<file path="src/rtl/seven_seg_scan_ctrl_if.sv">
// -----------------------------------------------------------------------------
// seven_seg_scan_ctrl_if
//   Bundles the display-side signals of the seven-segment scan controller.
//   The requester (clock logic or testbench) uses the master modport; the scan
//   controller uses the slave modport.
//
//   en          requester -> ctrl   display enable
//   digits_in   requester -> ctrl   BCD digits, nibble i is digit i
//   blank_mask  requester -> ctrl   1 = digit i never lit
//   lz_en       requester -> ctrl   suppress a zero in the top digit
//   load_req    requester -> ctrl   level request to capture digits/mask
//   load_ack    ctrl -> requester   one-cycle pulse, capture done
//   bcd_out     ctrl -> decoder     nibble presented to the segment decoder
//   an_n        ctrl -> display     active-low anode enables
//   digit_idx   ctrl -> requester   current slot index
//   frame_tick  ctrl -> requester   one-cycle pulse at each frame start
// -----------------------------------------------------------------------------
interface seven_seg_scan_ctrl_if #(
   parameter int NUM_DIGITS = 4
);

   logic                    en;
   logic [4*NUM_DIGITS-1:0] digits_in;
   logic [NUM_DIGITS-1:0]   blank_mask;
   logic                    lz_en;
   logic                    load_req;
   logic                    load_ack;
   logic [3:0]              bcd_out;
   logic [NUM_DIGITS-1:0]   an_n;
   logic [2:0]              digit_idx;
   logic                    frame_tick;

   modport master (
      output en, digits_in, blank_mask, lz_en, load_req,
      input  load_ack, bcd_out, an_n, digit_idx, frame_tick
   );

   modport slave (
      input  en, digits_in, blank_mask, lz_en, load_req,
      output load_ack, bcd_out, an_n, digit_idx, frame_tick
   );

endinterface

</file>
<file path="src/rtl/seven_seg_scan_ctrl.sv">
// -----------------------------------------------------------------------------
// seven_seg_scan_ctrl
//   Time-multiplexed scan controller for NUM_DIGITS common-anode digits sharing
//   one BCD-to-seven-segment decoder. Each slot is BLANK_CYC cycles with every
//   anode off followed by ON_CYC cycles with one anode driven. The digit values
//   live in a shadow copy that is only refreshed at frame boundaries so a frame
//   never shows a mix of old and new digits.
//
//   clk    system clock
//   rst_n  asynchronous active-low reset
//   bus    seven_seg_scan_ctrl_if slave modport (inputs en, digits_in,
//          blank_mask, lz_en, load_req; outputs load_ack, bcd_out, an_n,
//          digit_idx, frame_tick -- all outputs registered)
// -----------------------------------------------------------------------------
module seven_seg_scan_ctrl #(
   parameter int NUM_DIGITS = 4,
   parameter int ON_CYC     = 50000,
   parameter int BLANK_CYC  = 1000,
   parameter int CNT_W      = 16
) (
   input  logic                 clk,
   input  logic                 rst_n,
   seven_seg_scan_ctrl_if.slave bus
);

   localparam int              IDX_W      = 3;
   localparam logic [IDX_W-1:0] LAST_IDX  = IDX_W'(NUM_DIGITS - 1);
   localparam logic [CNT_W-1:0] ON_LAST   = CNT_W'(ON_CYC - 1);
   localparam logic [CNT_W-1:0] BLANK_LAST = CNT_W'(BLANK_CYC - 1);
   localparam logic [3:0]       BCD_BLANK = 4'hF;

   typedef enum logic {
      ST_BLANK = 1'b0,
      ST_ON    = 1'b1
   } state_t;

   state_t                  state;
   logic [CNT_W-1:0]        cnt;
   logic [4*NUM_DIGITS-1:0] shadow_digits;
   logic [NUM_DIGITS-1:0]   shadow_mask;
   // Set while the next enabled edge must start a fresh frame (after reset or
   // while the display is disabled).
   logic                    restart;
   // Whether the current slot's digit is lit; decided when the slot is entered
   // together with bcd_out so the anode and the nibble always agree.
   logic                    slot_lit;

   logic                    on_done;
   logic                    frame_edge;
   logic                    capture;
   logic [4*NUM_DIGITS-1:0] digits_nxt;
   logic [NUM_DIGITS-1:0]   mask_nxt;
   logic [IDX_W-1:0]        idx_nxt;
   logic [3:0]              nib_nxt;
   logic                    mask_bit_nxt;
   logic                    lit_nxt;
   logic [NUM_DIGITS-1:0]   an_on;

   // ---------------------------------------------------------------------------
   // Slot-entry decode: which digit comes next, and how it is shown. The shadow
   // value seen here is the post-capture one, so slot 0 of a frame that loads
   // new data shows the new value straight away.
   // ---------------------------------------------------------------------------
   always_comb begin
      // NOTE: every variable gets a default before any conditional assignment so
      // no path leaves it unassigned and no latch is inferred.
      on_done      = 1'b0;
      frame_edge   = 1'b0;
      capture      = 1'b0;
      digits_nxt   = shadow_digits;
      mask_nxt     = shadow_mask;
      idx_nxt      = digit_idx_plus_one(bus.digit_idx);
      nib_nxt      = BCD_BLANK;
      mask_bit_nxt = 1'b1;
      lit_nxt      = 1'b0;

      on_done    = (state == ST_ON) && (cnt == ON_LAST);
      frame_edge = bus.en && (restart || (on_done && (bus.digit_idx == LAST_IDX)));
      // While disabled a request is served on any edge; while scanning only at
      // a frame boundary.
      capture    = bus.load_req && (frame_edge || !bus.en);

      if (capture) begin
         digits_nxt = bus.digits_in;
         mask_nxt   = bus.blank_mask;
      end

      if (frame_edge) begin
         idx_nxt = '0;
      end

      for (int i = 0; i < NUM_DIGITS; i++) begin
         if (idx_nxt == IDX_W'(i)) begin
            nib_nxt      = digits_nxt[4*i +: 4];
            mask_bit_nxt = mask_nxt[i];
         end
      end

      // Leading-zero suppression applies only to the top digit.
      lit_nxt = !mask_bit_nxt &&
                !(bus.lz_en && (idx_nxt == LAST_IDX) && (nib_nxt == 4'h0));
   end

   // Anode pattern for the ON phase of the current slot.
   always_comb begin
      an_on = '1;
      for (int i = 0; i < NUM_DIGITS; i++) begin
         if (slot_lit && (bus.digit_idx == IDX_W'(i))) begin
            an_on[i] = 1'b0;
         end
      end
   end

   // Slot index after the current one, wrapping at the last digit.
   function automatic logic [IDX_W-1:0] digit_idx_plus_one(input logic [IDX_W-1:0] idx);
      logic [IDX_W-1:0] result;
      if (idx == LAST_IDX) begin
         result = '0;
      end else begin
         result = idx + IDX_W'(1);
      end
      return result;
   endfunction

   // ---------------------------------------------------------------------------
   // Scan FSM with registered outputs.
   // ---------------------------------------------------------------------------
   always_ff @(posedge clk or negedge rst_n) begin
      // NOTE: sequential state uses non-blocking assignments so every register
      // samples values from before the edge regardless of statement order.
      if (!rst_n) begin
         state          <= ST_BLANK;
         cnt            <= '0;
         restart        <= 1'b1;
         slot_lit       <= 1'b0;
         // NOTE: the shadow is reset too, so a display coming out of reset stays
         // dark until the requester loads real digits.
         shadow_digits  <= '1;
         shadow_mask    <= '1;
         bus.an_n       <= '1;
         bus.bcd_out    <= BCD_BLANK;
         bus.digit_idx  <= '0;
         bus.load_ack   <= 1'b0;
         bus.frame_tick <= 1'b0;
      end else begin
         bus.load_ack   <= capture;
         bus.frame_tick <= frame_edge;

         if (capture) begin
            shadow_digits <= bus.digits_in;
            shadow_mask   <= bus.blank_mask;
         end

         if (!bus.en) begin
            state         <= ST_BLANK;
            cnt           <= '0;
            restart       <= 1'b1;
            slot_lit      <= 1'b0;
            bus.an_n      <= '1;
            bus.bcd_out   <= BCD_BLANK;
            bus.digit_idx <= '0;
         end else if (frame_edge || on_done) begin
            // Entering BLANK of the next slot: the only edge where the slot
            // index and bcd_out change, with every anode already off.
            state         <= ST_BLANK;
            cnt           <= '0;
            restart       <= 1'b0;
            slot_lit      <= lit_nxt;
            bus.an_n      <= '1;
            bus.bcd_out   <= lit_nxt ? nib_nxt : BCD_BLANK;
            bus.digit_idx <= idx_nxt;
         end else if (state == ST_BLANK) begin
            if (cnt == BLANK_LAST) begin
               state    <= ST_ON;
               cnt      <= '0;
               bus.an_n <= an_on;
            end else begin
               cnt <= cnt + CNT_W'(1);
            end
         end else begin
            cnt <= cnt + CNT_W'(1);
         end
      end
   end

endmodule

</file>
<file path="src/flat_wrapper.sv">
// flat-port wrapper written by rule: the top's interface ports become plain ports
module seven_seg_scan_ctrl_flat 
#(
   parameter int NUM_DIGITS = 4,
   parameter int ON_CYC     = 50000,
   parameter int BLANK_CYC  = 1000,
   parameter int CNT_W      = 16
)
  (clk, rst_n, bus_en, bus_digits_in, bus_blank_mask, bus_lz_en, bus_load_req, bus_load_ack, bus_bcd_out, bus_an_n, bus_digit_idx, bus_frame_tick);
  seven_seg_scan_ctrl_if #(.NUM_DIGITS(NUM_DIGITS)) bus_i ();
  input  logic clk;
  input  logic rst_n;
  input wire logic [$bits(bus_i.en)-1:0] bus_en;
  input wire logic [$bits(bus_i.digits_in)-1:0] bus_digits_in;
  input wire logic [$bits(bus_i.blank_mask)-1:0] bus_blank_mask;
  input wire logic [$bits(bus_i.lz_en)-1:0] bus_lz_en;
  input wire logic [$bits(bus_i.load_req)-1:0] bus_load_req;
  output wire logic [$bits(bus_i.load_ack)-1:0] bus_load_ack;
  output wire logic [$bits(bus_i.bcd_out)-1:0] bus_bcd_out;
  output wire logic [$bits(bus_i.an_n)-1:0] bus_an_n;
  output wire logic [$bits(bus_i.digit_idx)-1:0] bus_digit_idx;
  output wire logic [$bits(bus_i.frame_tick)-1:0] bus_frame_tick;
  assign bus_i.en = bus_en;
  assign bus_i.digits_in = bus_digits_in;
  assign bus_i.blank_mask = bus_blank_mask;
  assign bus_i.lz_en = bus_lz_en;
  assign bus_i.load_req = bus_load_req;
  assign bus_load_ack = bus_i.load_ack;
  assign bus_bcd_out = bus_i.bcd_out;
  assign bus_an_n = bus_i.an_n;
  assign bus_digit_idx = bus_i.digit_idx;
  assign bus_frame_tick = bus_i.frame_tick;
  seven_seg_scan_ctrl #(.NUM_DIGITS(NUM_DIGITS), .ON_CYC(ON_CYC), .BLANK_CYC(BLANK_CYC), .CNT_W(CNT_W)) u_core (.clk(clk), .rst_n(rst_n), .bus(bus_i));
endmodule
</file>
<file path="config.mk">
export PLATFORM = sky130hd
export DESIGN_NAME = seven_seg_scan_ctrl_flat
export DESIGN_NICKNAME = d
export VERILOG_FILES = /design/src/rtl/seven_seg_scan_ctrl_if.sv /design/src/rtl/seven_seg_scan_ctrl.sv /design/src/flat_wrapper.sv
export SDC_FILE = /design/constraint.sdc
export NUM_CORES = 1
export LEC_CHECK = 0
export BUFFER_PORTS_ARGS = -buffer_cell sky130_fd_sc_hd__buf_2
export CAP_MARGIN = 20
export CORE_MARGIN = 2
export CORE_UTILIZATION = 45
export CTS_CLUSTER_SIZE = 12
export DETAILED_ROUTE_END_ITERATION = 16
export PLACE_DENSITY = 0.7
export RECOVER_POWER = 50
export SLEW_MARGIN = 20
export SYNTH_ARGS = -nofsm -noshare
export SYNTH_HDL_FRONTEND = slang
export SYNTH_SLANG_ARGS = --single-unit
</file>
<file path="constraint.sdc">
create_clock -name clk -period 2.8 [get_ports clk]
set_clock_uncertainty 0.2 [all_clocks]
set_input_delay 0.7 -clock clk [delete_from_list [all_inputs] [get_ports clk]]
set_output_delay 0.7 -clock clk [all_outputs]
set_load 0.01 [all_outputs]
</file>
==> metrics <==
Post-route DRC 0; initial antenna violation count 0; Crit. End Element register; synth unique cells 40; CTS tree built; footprint of the multi-input gates 0.00107 mm²; FF/Latch Area roughly 0.0013 mm²; largest net degree at the start of global routing 33; Worst Hold Class register to register; Starting Density 46.0%; sequential fraction of the synthesis area 53.5%; Slew Viols, Final 0; TritonRoute pass-1 iters 4; clk_lat worst skew a little over 0.3 ns; CTS sink cnt 52; Final nets 304; port bufs 37; Worst EP required 2.85 ns; ratio of final minimum period to clock period 96.8%; EDFF count, synth 0; WL final 4920 µm; Post-synth ARST share between 90% and 100%; Area growth, synth to finish 17.6%; post-DR vias/cell 5.10; Iteration-0 DRC Markers 107; Overall Global Routing Usage 16.9%; Tmin final 2.71 ns; peak supply drop 227 µV; DR WL/cell around 14 µm; vias in the first global route 1691; Slew @ Worst Pin 1.18 ns; final std cells w/o fill 347; crit path buf inv count 0; total number of vias about 1800; post-synth top area share 30.5%; core area 0.00544 mm²; I/O pin count 38; slew margin rel. 21.4%; crit-path max cell delay 0.55 ns; RSZ-0062 raised after global routing false; reg2reg setup slack about 0.09 ns; WP data arrival around 2.8 ns; synthesized area per cell approximately 11 µm²; top post-synthesis cells by area dfstp_2 (30%), dfrtp_1 (23%), mux2i_1 (5.6%), mux2_2 (4.5%), nor2_1 (3.5%); WP depth 7; Final Wtd Congestion 0.844; status finished clean; placed cell count between 300 and 400; Post-CTS Hold Buffers 0; number of cells on the worst reg-to-reg path 7; max-cap violations 0; Leak between 0.001 and 0.0015 µW; CP delay by family, top compound AO/OA/AOI/OAI gates; hpwl dp around 3700 µm; first-pass GRT wire length 8160 µm; Worst setup SP type register; cells after synthesis about 220; Setup-failing EPs final 0; crit path max fanout 5; Yosys reg bits 52; Reg clk slew, reported paths 0.10 ns; mapped cell area between 0.002 and 0.0025 mm²; Die Ht between 70 and 80 µm; fmax 0.369 GHz; worst-path cell chain or4_4 > nor3_4 > a32o_2 > mux2_4 > a21bo_2 > a211o_4 > o22a_1; PD cells about 500 mW/mm²; Yosys top cell by area dfstp_2; Core Rows 27; total die area about 0.0062 mm²; layout cells sized above 1 38.2%; ANT nets after route 0; Worst Hold Path Cells 1; Total Power 1470 µW; Ys Warns 0; clock root buffer clkbuf_8; H-tree levels 2; grt ovf 0; # fillers 483; Die X 78.5 µm; Syn Nets 252; Num CTS Buffers 5; slowest CP cell or4_4; n_diodes 0; Clock Path Buffers 2; Most used DFF post-synth dfstp_2; Final Hold Fails 0; WS Path Type register to register
==> cells by family (layout without fill, tap and decap cells) <==
logic type	Yosys count	in the layout	synth area share, %
buffers and inverters	22	75	4.70
AND/OR/NAND/NOR	81	81	16.4
XOR/XNOR	15	15	5.26
AO/OA/AOI/OAI	21	21	6.51
adder cells (fa/ha/maj)	6	6	2.90
flip-flops	52	52	53.5
multiplexers	25	25	10.7
==> final timing paths <==
kind,end,from
worst min register to register,u_core.cnt[0],u_core.cnt[0]
min in group asynchronous,u_core.cnt[0],rst_n
worst min-delay path,u_core.cnt[0],u_core.cnt[0]
worst max-delay path,u_core.bus.bcd_out[0],u_core.cnt[4]
worst max register to register,u_core.bus.bcd_out[0],u_core.cnt[4]
max in group asynchronous,u_core.bus.digit_idx[0],rst_n
==> Yosys cell counts (5+ instances only) <==
library cell	n
dfstp_2	29
dfrtp_1	23
nor2_1	23
nand2_1	15
inv_1	14
mux2i_1	14
nand3_1	12
mux2_2	10
xor2_1	8
and3_1	7
xnor2_1	7
ha_1	5
==> sequential cells by signal, indices dropped and copies added, names as in the netlist, 3 cells and up <==
| name | flops |
|---|---|
| u_core.bus.an_n | 4 |
| u_core.bus.bcd_out | 4 |
| u_core.bus.digit_idx | 3 |
| u_core.cnt | 16 |
| u_core.shadow_digits | 16 |
| u_core.shadow_mask | 4 |
==> per-layer routing <==
layer,vias to the layer above,global-route usage (%),wire length (µm)
met4,0,3.68,27
li1,868,-,-
met1,869,23.0,2340
met2,29,27.6,2370
met5,-,0,0
met3,3,4.25,181
==> report_power, final <==
group          switching [µW]  internal, µW  leakage [µW]
combinational            89.4          78.4      0.000653
sequential               18.6           832      0.000622
clock                     266           183     0.0000495
total                     374          1090       0.00132
==> layout by cell type, fill, tap and decap left out, types with 10 or more instances in the layout <==
master   instances
nand3_1         12
mux2_2          10
buf_2           32
nand2_1         15
inv_1           14
buf_4           13
dfrtp_1         23
nor2_1          23
mux2i_1         13
dfstp_2         29
==> layout make-up <==
| type | instances | share of cell area (%) |
|---|---|---|
| clock inverter | 3 | 0.809 |
| clock buffer | 5 | 2.34 |
| sequential | 52 | 45.5 |
| timing repair buffer | 53 | 10.2 |
| tap | 72 | 3.06 |
| multi-input combinational | 148 | 36.3 |
| inverter | 14 | 1.79 |
==> what timing repair did <==
action | 4_1_cts | 5_1_grt
endpoints found under the setup margin | 4 | 4
pin swaps | 2 | 2
resized for setup | 2 | 5
setup buffers | 1 | 1
==> metrics by stage <==
stage	utilization [%]	worst slack (ns)	cell area (µm²)	TNS [ns]	hold slack (ns)
after floorplan	-	0.120	2500	0	0.204
after global placement	52.0	0.0977	2830	0	0.244
after detailed placement	52.0	-0.0117	2830	-0.0153	0.251
after CTS	54.0	0.0110	2940	0	0.162
after global routing	54.1	0.0123	2940	0	0.287
final	54.1	0.0901	2940	0	0.259
Power figures use the tool's default switching activity.
